<file path="config.mk">
export PLATFORM = sky130hd
export DESIGN_NAME = sram_scan_op_seq_flat
export DESIGN_NICKNAME = d
export VERILOG_FILES = /design/src/rtl/sram_scan_op_seq_if.sv /design/src/rtl/sram_scan_op_seq.sv /design/src/flat_wrapper.sv
export SDC_FILE = /design/constraint.sdc
export NUM_CORES = 1
export LEC_CHECK = 0
export ABC_CLOCK_PERIOD_IN_PS = 2440
export BUFFER_PORTS_ARGS = -buffer_cell sky130_fd_sc_hd__buf_2
export CAP_MARGIN = 30
export CORE_ASPECT_RATIO = 0.75
export CORE_UTILIZATION = 58
export CTS_BUF_LIST = sky130_fd_sc_hd__clkbuf_4
export DETAILED_ROUTE_END_ITERATION = 10
export GPL_TIMING_DRIVEN = 0
export PLACE_DENSITY = 0.82
export REMOVE_ABC_BUFFERS = 1
export SYNTH_ARGS = -nofsm -noshare
export SYNTH_HDL_FRONTEND = slang
export SYNTH_SLANG_ARGS = --single-unit
</file>
<file path="constraint.sdc">
create_clock -name clk -period 2.44 [get_ports clk]
set_input_delay 0.122 -clock clk [delete_from_list [all_inputs] [get_ports clk]]
set_output_delay 0.122 -clock clk [all_outputs]
set_load 0.005 [all_outputs]
</file>
<file path="src/rtl/sram_scan_op_seq_if.sv">
// Request/response bundle for the SRAM scan operation sequencer.
//   req_*  : one SRAM access (addr, write data, write enable, write mask)
//            offered with a valid/ready handshake.
//   rsp_*  : read data returned with a valid/ready handshake.
// master drives requests and accepts responses; slave is the sequencer.
interface sram_scan_op_seq_if #(
    parameter int ADDR_WIDTH = 5,
    parameter int DATA_WIDTH = 32,
    parameter int MASK_WIDTH = 4
);
    logic                  req_valid;
    logic                  req_ready;
    logic [ADDR_WIDTH-1:0] req_addr;
    logic [DATA_WIDTH-1:0] req_data;
    logic                  req_we;
    logic [MASK_WIDTH-1:0] req_wmask;
    logic                  rsp_valid;
    logic                  rsp_ready;
    logic [DATA_WIDTH-1:0] rsp_data;

    modport master (
        output req_valid, req_addr, req_data, req_we, req_wmask, rsp_ready,
        input  req_ready, rsp_valid, rsp_data
    );

    modport slave (
        input  req_valid, req_addr, req_data, req_we, req_wmask, rsp_ready,
        output req_ready, rsp_valid, rsp_data
    );
endinterface

</file>
<file path="src/rtl/sram_scan_op_seq.sv">
// Turns one request into a full scan-driven SRAM access: serialises
// {addr, data, we, wmask} MSB-first into the control chain, strobes the
// SRAM, and for reads parallel-loads and shifts out the dout chain and
// returns the word on the response channel.
// Ports:
//   clk, rstb      : clock, async active-low reset
//   bus (slave)    : req valid/ready + fields, rsp valid/ready + data
//   busy           : high whenever not IDLE
//   ctl_scan_en/in : control chain shift enable / serial data
//   sram_fire      : one-cycle SRAM operation strobe
//   dout_load      : one-cycle dout chain parallel-load strobe
//   dout_scan_en   : dout chain shift enable
//   dout_scan_out  : dout chain serial output (chain MSB)
module sram_scan_op_seq #(
    parameter int ADDR_WIDTH = 5,
    parameter int DATA_WIDTH = 32,
    parameter int MASK_WIDTH = 4
) (
    input  logic              clk,
    input  logic              rstb,
    sram_scan_op_seq_if.slave bus,
    output logic              busy,
    output logic              ctl_scan_en,
    output logic              ctl_scan_in,
    output logic              sram_fire,
    output logic              dout_load,
    output logic              dout_scan_en,
    input  logic              dout_scan_out
);
    localparam int CTL_WIDTH = ADDR_WIDTH + DATA_WIDTH + 1 + MASK_WIDTH;
    localparam int MAX_LEN   = (CTL_WIDTH > DATA_WIDTH) ? CTL_WIDTH : DATA_WIDTH;
    localparam int CNT_W     = $clog2(MAX_LEN + 1);

    typedef enum logic [2:0] {IDLE, SHIFT_CTL, FIRE, LOAD, SHIFT_OUT, RESP} state_t;

    typedef struct packed {
        logic [ADDR_WIDTH-1:0] addr;
        logic [DATA_WIDTH-1:0] data;
        logic                  we;
        logic [MASK_WIDTH-1:0] wmask;
    } ctl_word_t;

    state_t                state_q, state_d;
    logic [CNT_W-1:0]      cnt_q, cnt_d;
    ctl_word_t             w_q, w_d;
    logic [DATA_WIDTH-1:0] sr_q, sr_d;
    logic [DATA_WIDTH-1:0] rsp_data_q, rsp_data_d;
    logic [CTL_WIDTH-1:0]  w_bits;
    logic [DATA_WIDTH-1:0] sr_shift;

    assign w_bits   = w_q;
    assign sr_shift = {sr_q[DATA_WIDTH-2:0], dout_scan_out};

    always_comb begin
        state_d    = state_q;
        cnt_d      = cnt_q;
        w_d        = w_q;
        sr_d       = sr_q;
        rsp_data_d = rsp_data_q;
        case (state_q)
            IDLE: begin
                if (bus.req_valid) begin
                    w_d     = '{addr: bus.req_addr, data: bus.req_data,
                                we: bus.req_we, wmask: bus.req_wmask};
                    cnt_d   = CNT_W'(CTL_WIDTH - 1);
                    state_d = SHIFT_CTL;
                end
            end
            SHIFT_CTL: begin
                // cnt walks CTL_WIDTH-1..0 and doubles as the bit index,
                // so the word leaves MSB first.
                if (cnt_q == '0) begin
                    state_d = FIRE;
                end else begin
                    cnt_d = cnt_q - 1'b1;
                end
            end
            FIRE: begin
                cnt_d   = '0;
                state_d = w_q.we ? IDLE : LOAD;
            end
            LOAD: begin
                cnt_d   = CNT_W'(DATA_WIDTH - 1);
                state_d = SHIFT_OUT;
            end
            SHIFT_OUT: begin
                sr_d = sr_shift;
                if (cnt_q == '0) begin
                    // Separate holding register so rsp_data stays put while
                    // the next read is shifting in.
                    rsp_data_d = sr_shift;
                    state_d    = RESP;
                end else begin
                    cnt_d = cnt_q - 1'b1;
                end
            end
            RESP: begin
                cnt_d = '0;
                if (bus.rsp_ready) state_d = IDLE;
            end
            default: begin
                cnt_d   = '0;
                state_d = IDLE;
            end
        endcase
    end

    always_ff @(posedge clk or negedge rstb) begin
        if (!rstb) begin
            state_q    <= IDLE;
            cnt_q      <= '0;
            w_q        <= '0;
            sr_q       <= '0;
            rsp_data_q <= '0;
        end else begin
            state_q    <= state_d;
            cnt_q      <= cnt_d;
            w_q        <= w_d;
            sr_q       <= sr_d;
            rsp_data_q <= rsp_data_d;
        end
    end

    // Everything below decodes registered state only, so strobes are
    // mutually exclusive by construction.
    assign bus.req_ready = (state_q == IDLE);
    assign bus.rsp_valid = (state_q == RESP);
    assign bus.rsp_data  = rsp_data_q;
    assign busy          = (state_q != IDLE);
    assign ctl_scan_en   = (state_q == SHIFT_CTL);
    assign ctl_scan_in   = (state_q == SHIFT_CTL) & w_bits[cnt_q];
    assign sram_fire     = (state_q == FIRE);
    assign dout_load     = (state_q == LOAD);
    assign dout_scan_en  = (state_q == SHIFT_OUT);
endmodule

</file>
<file path="src/flat_wrapper.sv">
// flat-port wrapper written by rule: the top's interface ports become plain ports
module sram_scan_op_seq_flat 
#(
    parameter int ADDR_WIDTH = 5,
    parameter int DATA_WIDTH = 32,
    parameter int MASK_WIDTH = 4
)
  (clk, rstb, busy, ctl_scan_en, ctl_scan_in, sram_fire, dout_load, dout_scan_en, dout_scan_out, bus_req_valid, bus_req_addr, bus_req_data, bus_req_we, bus_req_wmask, bus_rsp_ready, bus_req_ready, bus_rsp_valid, bus_rsp_data);
  sram_scan_op_seq_if #(.ADDR_WIDTH(ADDR_WIDTH), .DATA_WIDTH(DATA_WIDTH), .MASK_WIDTH(MASK_WIDTH)) bus_i ();
  input  logic clk;
  input  logic rstb;
  output logic busy;
  output logic ctl_scan_en;
  output logic ctl_scan_in;
  output logic sram_fire;
  output logic dout_load;
  output logic dout_scan_en;
  input  logic dout_scan_out;
  input wire logic [$bits(bus_i.req_valid)-1:0] bus_req_valid;
  input wire logic [$bits(bus_i.req_addr)-1:0] bus_req_addr;
  input wire logic [$bits(bus_i.req_data)-1:0] bus_req_data;
  input wire logic [$bits(bus_i.req_we)-1:0] bus_req_we;
  input wire logic [$bits(bus_i.req_wmask)-1:0] bus_req_wmask;
  input wire logic [$bits(bus_i.rsp_ready)-1:0] bus_rsp_ready;
  output wire logic [$bits(bus_i.req_ready)-1:0] bus_req_ready;
  output wire logic [$bits(bus_i.rsp_valid)-1:0] bus_rsp_valid;
  output wire logic [$bits(bus_i.rsp_data)-1:0] bus_rsp_data;
  assign bus_i.req_valid = bus_req_valid;
  assign bus_i.req_addr = bus_req_addr;
  assign bus_i.req_data = bus_req_data;
  assign bus_i.req_we = bus_req_we;
  assign bus_i.req_wmask = bus_req_wmask;
  assign bus_i.rsp_ready = bus_rsp_ready;
  assign bus_req_ready = bus_i.req_ready;
  assign bus_rsp_valid = bus_i.rsp_valid;
  assign bus_rsp_data = bus_i.rsp_data;
  sram_scan_op_seq #(.ADDR_WIDTH(ADDR_WIDTH), .DATA_WIDTH(DATA_WIDTH), .MASK_WIDTH(MASK_WIDTH)) u_core (.clk(clk), .rstb(rstb), .bus(bus_i), .busy(busy), .ctl_scan_en(ctl_scan_en), .ctl_scan_in(ctl_scan_in), .sram_fire(sram_fire), .dout_load(dout_load), .dout_scan_en(dout_scan_en), .dout_scan_out(dout_scan_out));
endmodule
</file>
==> results.cfg, run 1 <==
[outcome]
status = complete, but fails checks
violations = negative setup slack

[synthesis]
synthAdderAreaFrac_pct = 0.251
ys_top_cells_by_area = dfrtp_1, mux2_2, mux2i_1, buf_2, a21oi_1
synth_top_family_by_area = multiplexers
synth-xor-area-share_pct = 0.703
yosys_warnings = 0
syn_area_per_cell_um2 = 13.8
synth_compound_area_share_pct = 4.60
synth.area.mux_share_pct = 28.9
synth_top_cell_by_area = dfrtp_1
synth_top_area_share_pct = 57.3
synth_area_um2 = 4980
ys_ff_latch = 114
synth-async-reset-ratio_pct = 100
yosys.area_share.simple_pct = 5.45
syn_inst = 362
ys_seq_area_share_pct = 57.3
ys.flop_type = dfrtp_1
ys_types = 40
synth_edf_count = 0

[timing]
tightest_slew_ns = 0.579
rsz0062_at_grt = true
period_share_pct = 108
skew_ns = 0.0130
slew_headroom_pct = 61.4
hold_slack_ns = 0.149
setup_ws_ns = -0.191
fin_setup_tns_ns = -0.191
setup_viol = 1
hold_viol_final = 0
fin_crit_ns = 2.63
max_freq_ghz = 0.380
slew_violations = 0

[clock_tree]
insertion_delay_ns = 0.51
cts_inserted_buffers = 17
cts_tree = yes
cts_root_buf = clkbuf_4
clock_path_buffers = 2
clk_pin_slew_ns = 0.10
clkSinkCount = 114
htreeDepth = 4

[job]
maxCapViolCount = 0

[layout]
utilization_pct = 78.4
layout_common_cells = dfrtp_1, mux2_2, buf_2
syn_to_final_growth_pct = 27.3
diodes = 0
design_area_um2 = 6340
fin_nets = 548
fill_cells = 503
drive_above_1_share_pct = 48.7
final_common_cell = dfrtp_1

[die]
rows = 28
dieArea_um2 = 8970
die_h_um = 82.3
initial_core_util_pct = 61.6
coreArea_um2 = 8090
die_w_um = 109
io_pins = 87

[global_routing]
global_route.usage.total_pct = 24.8
grt_pass1_wl_um = 16200
overflow = 0
grt_max_degree = 71
grt_pass1_vias = 3311
grt_antenna_before_repair = 0

[worst_setup_path]
ff2ff_path_depth = 7
r2r-start = u_core.cnt_q[0]$_DFFE_PN0P_
cp.depth = 6
regToRegEndpoint = u_core.bus.rsp_data[5]$_DFFE_PN0P_
critPathLaunch = u_core.cnt_q[0]$_DFFE_PN0P_
cp.required_ns = 2.32
cp_slowest_cell = mux4_2
path_buf_inv = 2
startpoint_type = register
arrival_ns = 2.51
crit_end = ctl_scan_in
cp_cell_sequence = buf_12 > mux4_2 > mux2i_1 > a211oi_1 > or4_1 > buf_2
critPathKind = reg -> out
cp_max_fo = 10
r2r_slack_ns = 0.14
critPathTopFamily = multiplexers
critPathMaxStageDelay_ns = 0.50
crit_path_end_kind = output port

[placement]
port_buffers = 86
post-place-ws_ns = -0.658
hpwl_um = 6210
dpl_cell_area_um2 = 5500
gp_congestion = 0.851

[power]
power_density_nw_per_um2 = 1010
max-vdd-ir-drop_v = 0.000858
power_leakage_nw = 3.17

[drt]
wl_per_cell_um = 16.4
drt_first_iter_violations = 156
via_per_inst = 5.48
dr.pass1.iters = 4
vias = 3386
drt-total-wl_um = 10100
drc = 0
ant_nets = 0

[worst_hold_path]
worstHoldPathType = in -> async
-- where the power goes --
part / total, mW / internal, mW / leakage [nW] / switching, mW
clock: 1.42 / 0.730 / 0.154 / 0.694
sequential: 2.82 / 2.36 / 1.48 / 0.453
combinational: 2.20 / 1.22 / 1.54 / 0.980
total: 6.44 / 4.31 / 3.17 / 2.13
-- timing repair --
item	4_1_cts	5_1_grt
setup buffers	4	3
hold endpoints to repair	90	0
endpoints found under the setup margin	36	33
pin swaps	3	0
gates resized for setup	8	7
hold buffers	46	0
-- metrics by stage --
| step | instances | power (mW) |
|---|---|---|
| after global placement | 530 | 4.67 |
| final | 618 | 6.44 |
| after global routing | 618 | 6.82 |
| after CTS | 615 | 6.36 |
| after detailed placement | 533 | 4.82 |
| after floorplan | 339 | 4.19 |
-- layout make-up --
class	instances	area, µm²	area share (%)
Tap cell	105	131	2.07
Inverter	5	18.8	0.296
Clock buffer	20	150	2.37
Multi-Input combinational cell	220	2020	31.9
Clock inverter	12	140	2.21
Timing Repair Buffer	142	1020	16.1
Sequential cell	114	2860	45.1
-- registers in the layout, indices dropped and copies added, names as in the netlist --
signal               count
u_core.bus.rsp_data     32
u_core.cnt_q             6
u_core.sr_q             31
u_core.state_q           3
u_core.w_bits           42
-- worst register-to-register path, cell delays in order, from the launching register on --
cell and delay (ns):
dfrtp_4 0.51, buf_12 0.16, inv_1 0.07, ha_1 0.15, nor3b_2 0.27, and2_2 0.32, nand2_4 0.29, mux2_1 0.43
-- kinds of logic after synthesis --
kind of cell | count (synthesis)
buffers and inverters | 28
flip-flops | 114
multiplexers | 128
AND/OR/NAND/NOR | 52
AO/OA/AOI/OAI | 35
XOR/XNOR | 4
adder cells (fa/ha/maj) | 1
-- worst min path at each step --
stage	to
CTS	u_core.sr_q[12]$_DFFE_PN0P_
detailed placement	u_core.w_bits[3]$_DFFE_PN0P_
global placement	u_core.w_bits[2]$_DFFE_PN0P_
finish	u_core.w_bits[3]$_DFFE_PN0P_
global route	u_core.w_bits[3]$_DFFE_PN0P_
floorplan	u_core.bus.rsp_data[0]$_DFFE_PN0P_
-- metal layers --
layer / global-route usage, % / share of wire, %
met5: 0 / 0
met4: 11.8 / 1.7
met3: 6.75 / 5.0
met2: 37.9 / 47
met1: 33.3 / 46
-- cell usage after synthesis (3+ instances only) --
library cell,n
nand2_1,11
nor3_1,5
nand3_1,5
xnor2_1,3
inv_1,5
mux2i_1,20
o21ai_0,6
mux2_2,105
nor2_1,12
a211oi_1,6
a22oi_1,3
buf_2,15
a21oi_1,11
dfrtp_1,114
nor2b_1,4
clkbuf_1,3
and2_1,5
(Power assumes the default switching activity.)
==> inputs of run 2 (changes only) <==
CELL_PAD_IN_SITES_DETAIL_PLACEMENT = 2   (was not set)
CELL_PAD_IN_SITES_GLOBAL_PLACEMENT = 2   (was not set)
CORE_UTILIZATION = 40   (was 58)
PLACE_DENSITY = not set   (was 0.82)
PLACE_DENSITY_LB_ADDON = 0.1   (was not set)
==> results.cfg, run 2 (synthesis gave the netlist of run 1 again) <==
[power]
p_total_mw = 6.50
power_leakage_nw = 3.13
max-vdd-ir-drop_v = 0.000686
power_density_nw_per_um2 = 1020

[placement]
port_buffers = 86
placed_cells = 591
gp_congestion = 0.750
hpwl_um = 8220
post-place-ws_ns = -0.810

[timing]
setup_ws_ns = -0.224
skew_ns = 0.0270
rsz0062_at_grt = true
hold_slack_ns = 0.104
tightest_slew_ns = 0.478
max_freq_ghz = 0.375
slew_violations = 0
slew_headroom_pct = 68.1
fin_crit_ns = 2.66
hold_viol_final = 0
setup_viol = 1
period_share_pct = 109

[clock_tree]
cts_root_buf = clkbuf_4
insertion_delay_ns = 0.51
clkSinkCount = 114
cts_tree = yes
clk_pin_slew_ns = 0.10
clock_path_buffers = 2
htreeDepth = 4
cts_inserted_buffers = 17

[worst_setup_path]
cp.required_ns = 2.32
crit_path_end_kind = output port
cp_max_fo = 7
arrival_ns = 2.54
critPathKind = reg -> out
startpoint_type = register

[global_routing]
grt_pass1_wl_um = 22200
overflow = 0
grt_max_degree = 72
grt_antenna_before_repair = 0
global_route.usage.total_pct = 23.4
grt_pass1_vias = 3973

[layout]
final_cells = 673
diodes = 0
largest_reg_flops = 42
fin_nets = 548
drive_above_1_share_pct = 49.3
syn_to_final_growth_pct = 28.4
final_common_cell = dfrtp_1
layout_common_cells = dfrtp_1, mux2_2, buf_2

[drt]
vias = 3436
drt_first_iter_violations = 114
dr.pass1.iters = 4
ant_nets = 0
drc = 0
drt-total-wl_um = 13600
wl_per_cell_um = 20.2
via_per_inst = 5.11

[outcome]
status = complete, but fails checks
violations = negative setup slack

[die]
dieArea_um2 = 12900
die_h_um = 98.7
die_w_um = 131
initial_core_util_pct = 42.0
rows = 34
coreArea_um2 = 11900
io_pins = 87

[job]
maxCapViolCount = 0

[worst_hold_path]
worstHoldPathType = in -> async
[run 2: cell count changes in the layout (fill, tap and decap cells not counted), sizes merged]
cell / delta
dlygate4sd3: -1
clkinv: +1
clkbuf: -2
buf: +1
bufinv: -2
inv: +1
[run 2: per-stage QoR]
step / TNS (ns) / utilization [%] / cell area, µm²
after global placement: -169.46 / 46.3 / 5490
after CTS: -0.287 / 53.7 / 6380
after detailed placement: -26.67 / 47.2 / 5610
final: -0.224 / 53.9 / 6400
after floorplan: -46.85 / - / 4860
after global routing: -0.337 / 53.9 / 6400
[run 2: per-layer routing]
| metal | global-route usage, % | vias up | share of wire [%] |
|---|---|---|---|
| li1 | - | 1577 | - |
| met1 | 30.0 | 1775 | 44 |
| met2 | 38.9 | 68 | 51 |
| met3 | 5.59 | 16 | 3.3 |
| met4 | 7.43 | 0 | 1.1 |
| met5 | 0 | - | 0 |
[run 2: report_power, final]
part | internal (mW) | switching, mW
Combinational | 1.27 | 1.12
Sequential | 2.37 | 0.515
Clock | 0.491 | 0.732
Total | 4.13 | 2.37
[run 2: worst max-delay path, cell delays in order, from the launching register on]
cell and delay [ns]:
dfrtp_4 0.52, buf_16 0.16, mux4_2 0.44, mux2i_2 0.19, a211oi_2 0.09, or4_1 0.51, buf_2 0.15
[run 2: what timing repair did]
item / 4_1_cts / 5_1_grt
hold buffers: 45 / 0
setup buffers: 7 / 0
gates cloned: 0 / 0
pin swaps: 3 / 1
setup endpoints to repair: 55 / 6
endpoints found under the hold margin: 159 / 0
gates resized for setup: 12 / 7
[run 2: layout make-up]
| cell class | instances | area (µm²) |
|---|---|---|
| Fill cell | 1113 | 5470 |
| Sequential cell | 114 | 2870 |
| Multi-Input combinational cell | 220 | 2040 |
| Timing Repair Buffer | 142 | 1040 |
| Tap cell | 162 | 203 |
| Clock buffer | 18 | 135 |
| Clock inverter | 12 | 93.8 |
| Inverter | 5 | 18.8 |
[run 2: final timing paths]
check                                                         from  cells past startpoint                                 end  slack, ns
min in group clk                                     bus_req_valid                      4         u_core.cnt_q[1]$_DFFE_PN0P_       0.11
worst min-delay path                                          rstb                      2       u_core.w_bits[40]$_DFFE_PN0P_       0.10
worst min register to register  u_core.bus.rsp_data[5]$_DFFE_PN0P_                      1  u_core.bus.rsp_data[5]$_DFFE_PN0P_       0.51
worst max register to register         u_core.cnt_q[0]$_DFFE_PN0P_                      7  u_core.bus.rsp_data[5]$_DFFE_PN0P_       0.13
max in group asynchronous                                     rstb                      3       u_core.state_q[0]$_DFFE_PN0P_       1.57
worst max-delay path                   u_core.cnt_q[0]$_DFFE_PN0P_                      6                         ctl_scan_in      -0.22
==> inputs of run 3 (changes only) <==
GPL_TIMING_DRIVEN = not set   (was 0)
SKIP_CTS_REPAIR_TIMING = 1   (was not set)
==> results.cfg, run 3 (synthesis gave the netlist of run 1 again) <==
[layout]
largest_reg_flops = 42
final_common_cell = dfrtp_1
diodes = 0
drive_above_1_share_pct = 48.5
design_area_um2 = 6470
fin_nets = 551
syn_to_final_growth_pct = 30.0
layout_common_cells = dfrtp_1, mux2_2, buf_2

[worst_setup_path]
arrival_ns = 2.53
critPathKind = reg -> out
cp.required_ns = 2.32
r2r-start = u_core.cnt_q[1]$_DFFE_PN0P_
r2r_slack_ns = 0.33
cp_cell_sequence = buf_6 > mux4_2 > mux2i_1 > a211oi_1 > or4_1 > buf_2
cp_slowest_cell = or4_1
crit_end = ctl_scan_in
crit_path_end_kind = output port
critPathMaxStageDelay_ns = 0.53
startpoint_type = register
regToRegEndpoint = u_core.cnt_q[5]$_DFFE_PN0P_
cp_max_fo = 4
ff2ff_path_depth = 8
critPathLaunch = u_core.cnt_q[0]$_DFFE_PN0P_

[global_routing]
grt_pass1_vias = 3701
grt_max_degree = 115
overflow = 0
grt_antenna_before_repair = 0
grt_pass1_wl_um = 20100
global_route.usage.total_pct = 21.0

[outcome]
violations = negative setup slack
status = complete, but fails checks

[clock_tree]
htreeDepth = 4
clock_path_buffers = 2
clkSinkCount = 114
cts_root_buf = clkbuf_4
cts_tree = yes
clk_pin_slew_ns = 0.12
cts_inserted_buffers = 17
insertion_delay_ns = 0.53

[timing]
setup_ws_ns = -0.211
setup_viol = 1
hold_viol_final = 0
slew_violations = 0
max_freq_ghz = 0.377
slew_headroom_pct = 56.1
fin_crit_ns = 2.65
skew_ns = 0.0232
tightest_slew_ns = 0.659
period_share_pct = 109
rsz0062_at_grt = true

[die]
io_pins = 87
die_h_um = 98.7
die_w_um = 131
coreArea_um2 = 11900
dieArea_um2 = 12900
initial_core_util_pct = 42.0
rows = 34

[drt]
drc = 0
vias = 3510
drt-total-wl_um = 14600
via_per_inst = 5.18
wl_per_cell_um = 21.5
dr.pass1.iters = 4
drt_first_iter_violations = 102
ant_nets = 0

[power]
power_density_nw_per_um2 = 1070
p_total_mw = 6.96
max-vdd-ir-drop_v = 0.000707
power_leakage_nw = 3.18

[job]
maxCapViolCount = 0

[placement]
gp_congestion = 0.786
hpwl_um = 8280
dpl_cell_area_um2 = 5630
port_buffers = 86

[worst_hold_path]
worstHoldPathType = in -> reg
## run 3: cell count changes in the layout (fill, tap and decap cells not counted), moves of 3 or more
cell and change:
buf_12 +3, buf_16 -3, buf_4 +3, bufinv_16 +4, clkinv_2 -4, dfrtp_1 +4
## run 3: worst min-delay path by stage
stage | startpoint | end | slack [ns] | cells past startpoint
after floorplan | rstb | u_core.bus.rsp_data[0]$_DFFE_PN0P_ | -0.17 | 0
after global placement | rstb | u_core.w_bits[34]$_DFFE_PN0P_ | 0.26 | 2
after detailed placement | rstb | u_core.w_bits[34]$_DFFE_PN0P_ | 0.26 | 2
after CTS | rstb | u_core.w_bits[32]$_DFFE_PN0P_ | -0.33 | 2
after global routing | bus_req_valid | u_core.cnt_q[5]$_DFFE_PN0P_ | 0.06 | 3
final | bus_req_valid | u_core.cnt_q[5]$_DFFE_PN0P_ | 0.05 | 3
## run 3: area by class of cell
class                           count  area (µm²)
Clock inverter                     14         211
Fill cell                        1086        5390
Sequential cell                   114        2860
Tap cell                          162         203
Multi-Input combinational cell    220        2020
Clock buffer                       17         128
Inverter                            5        18.8
Timing Repair Buffer              145        1040
## run 3: routing by layer
layer,global-route usage [%],wire (µm),share of wire [%],vias to the layer above
li1,-,-,-,1579
met1,27.6,6290,43,1838
met2,34.4,7550,52,72
met3,4.40,565,3.9,21
met4,7.43,175,1.2,0
met5,0,0,0,-
## run 3: power by group
part           internal [mW]  total, mW  switching (mW)
clock                  0.907       1.70           0.790
sequential              2.36       2.80           0.444
combinational           1.26       2.46            1.20
## run 3: metrics by stage
step	util, %	hold WS [ns]	setup TNS [ns]	instances	setup WS [ns]
CTS	50.3	-0.327	-0.467	630	-0.467
floorplan	-	-0.174	-46.85	339	-1.17
global route	54.6	0.0634	-0.327	677	-0.327
detailed placement	47.4	0.264	0	599	0.239
finish	54.6	0.0506	-0.211	677	-0.211
global placement	47.4	0.257	0	599	0.320
## run 3: worst max-delay path: cells and delay by family, from the launching register on
kind | cells | cell delay [ns]
multiplexers | 2 | 0.65
AND/OR/NAND/NOR | 1 | 0.53
flip-flops | 1 | 0.45
buffers and inverters | 2 | 0.28
AO/OA/AOI/OAI | 1 | 0.09
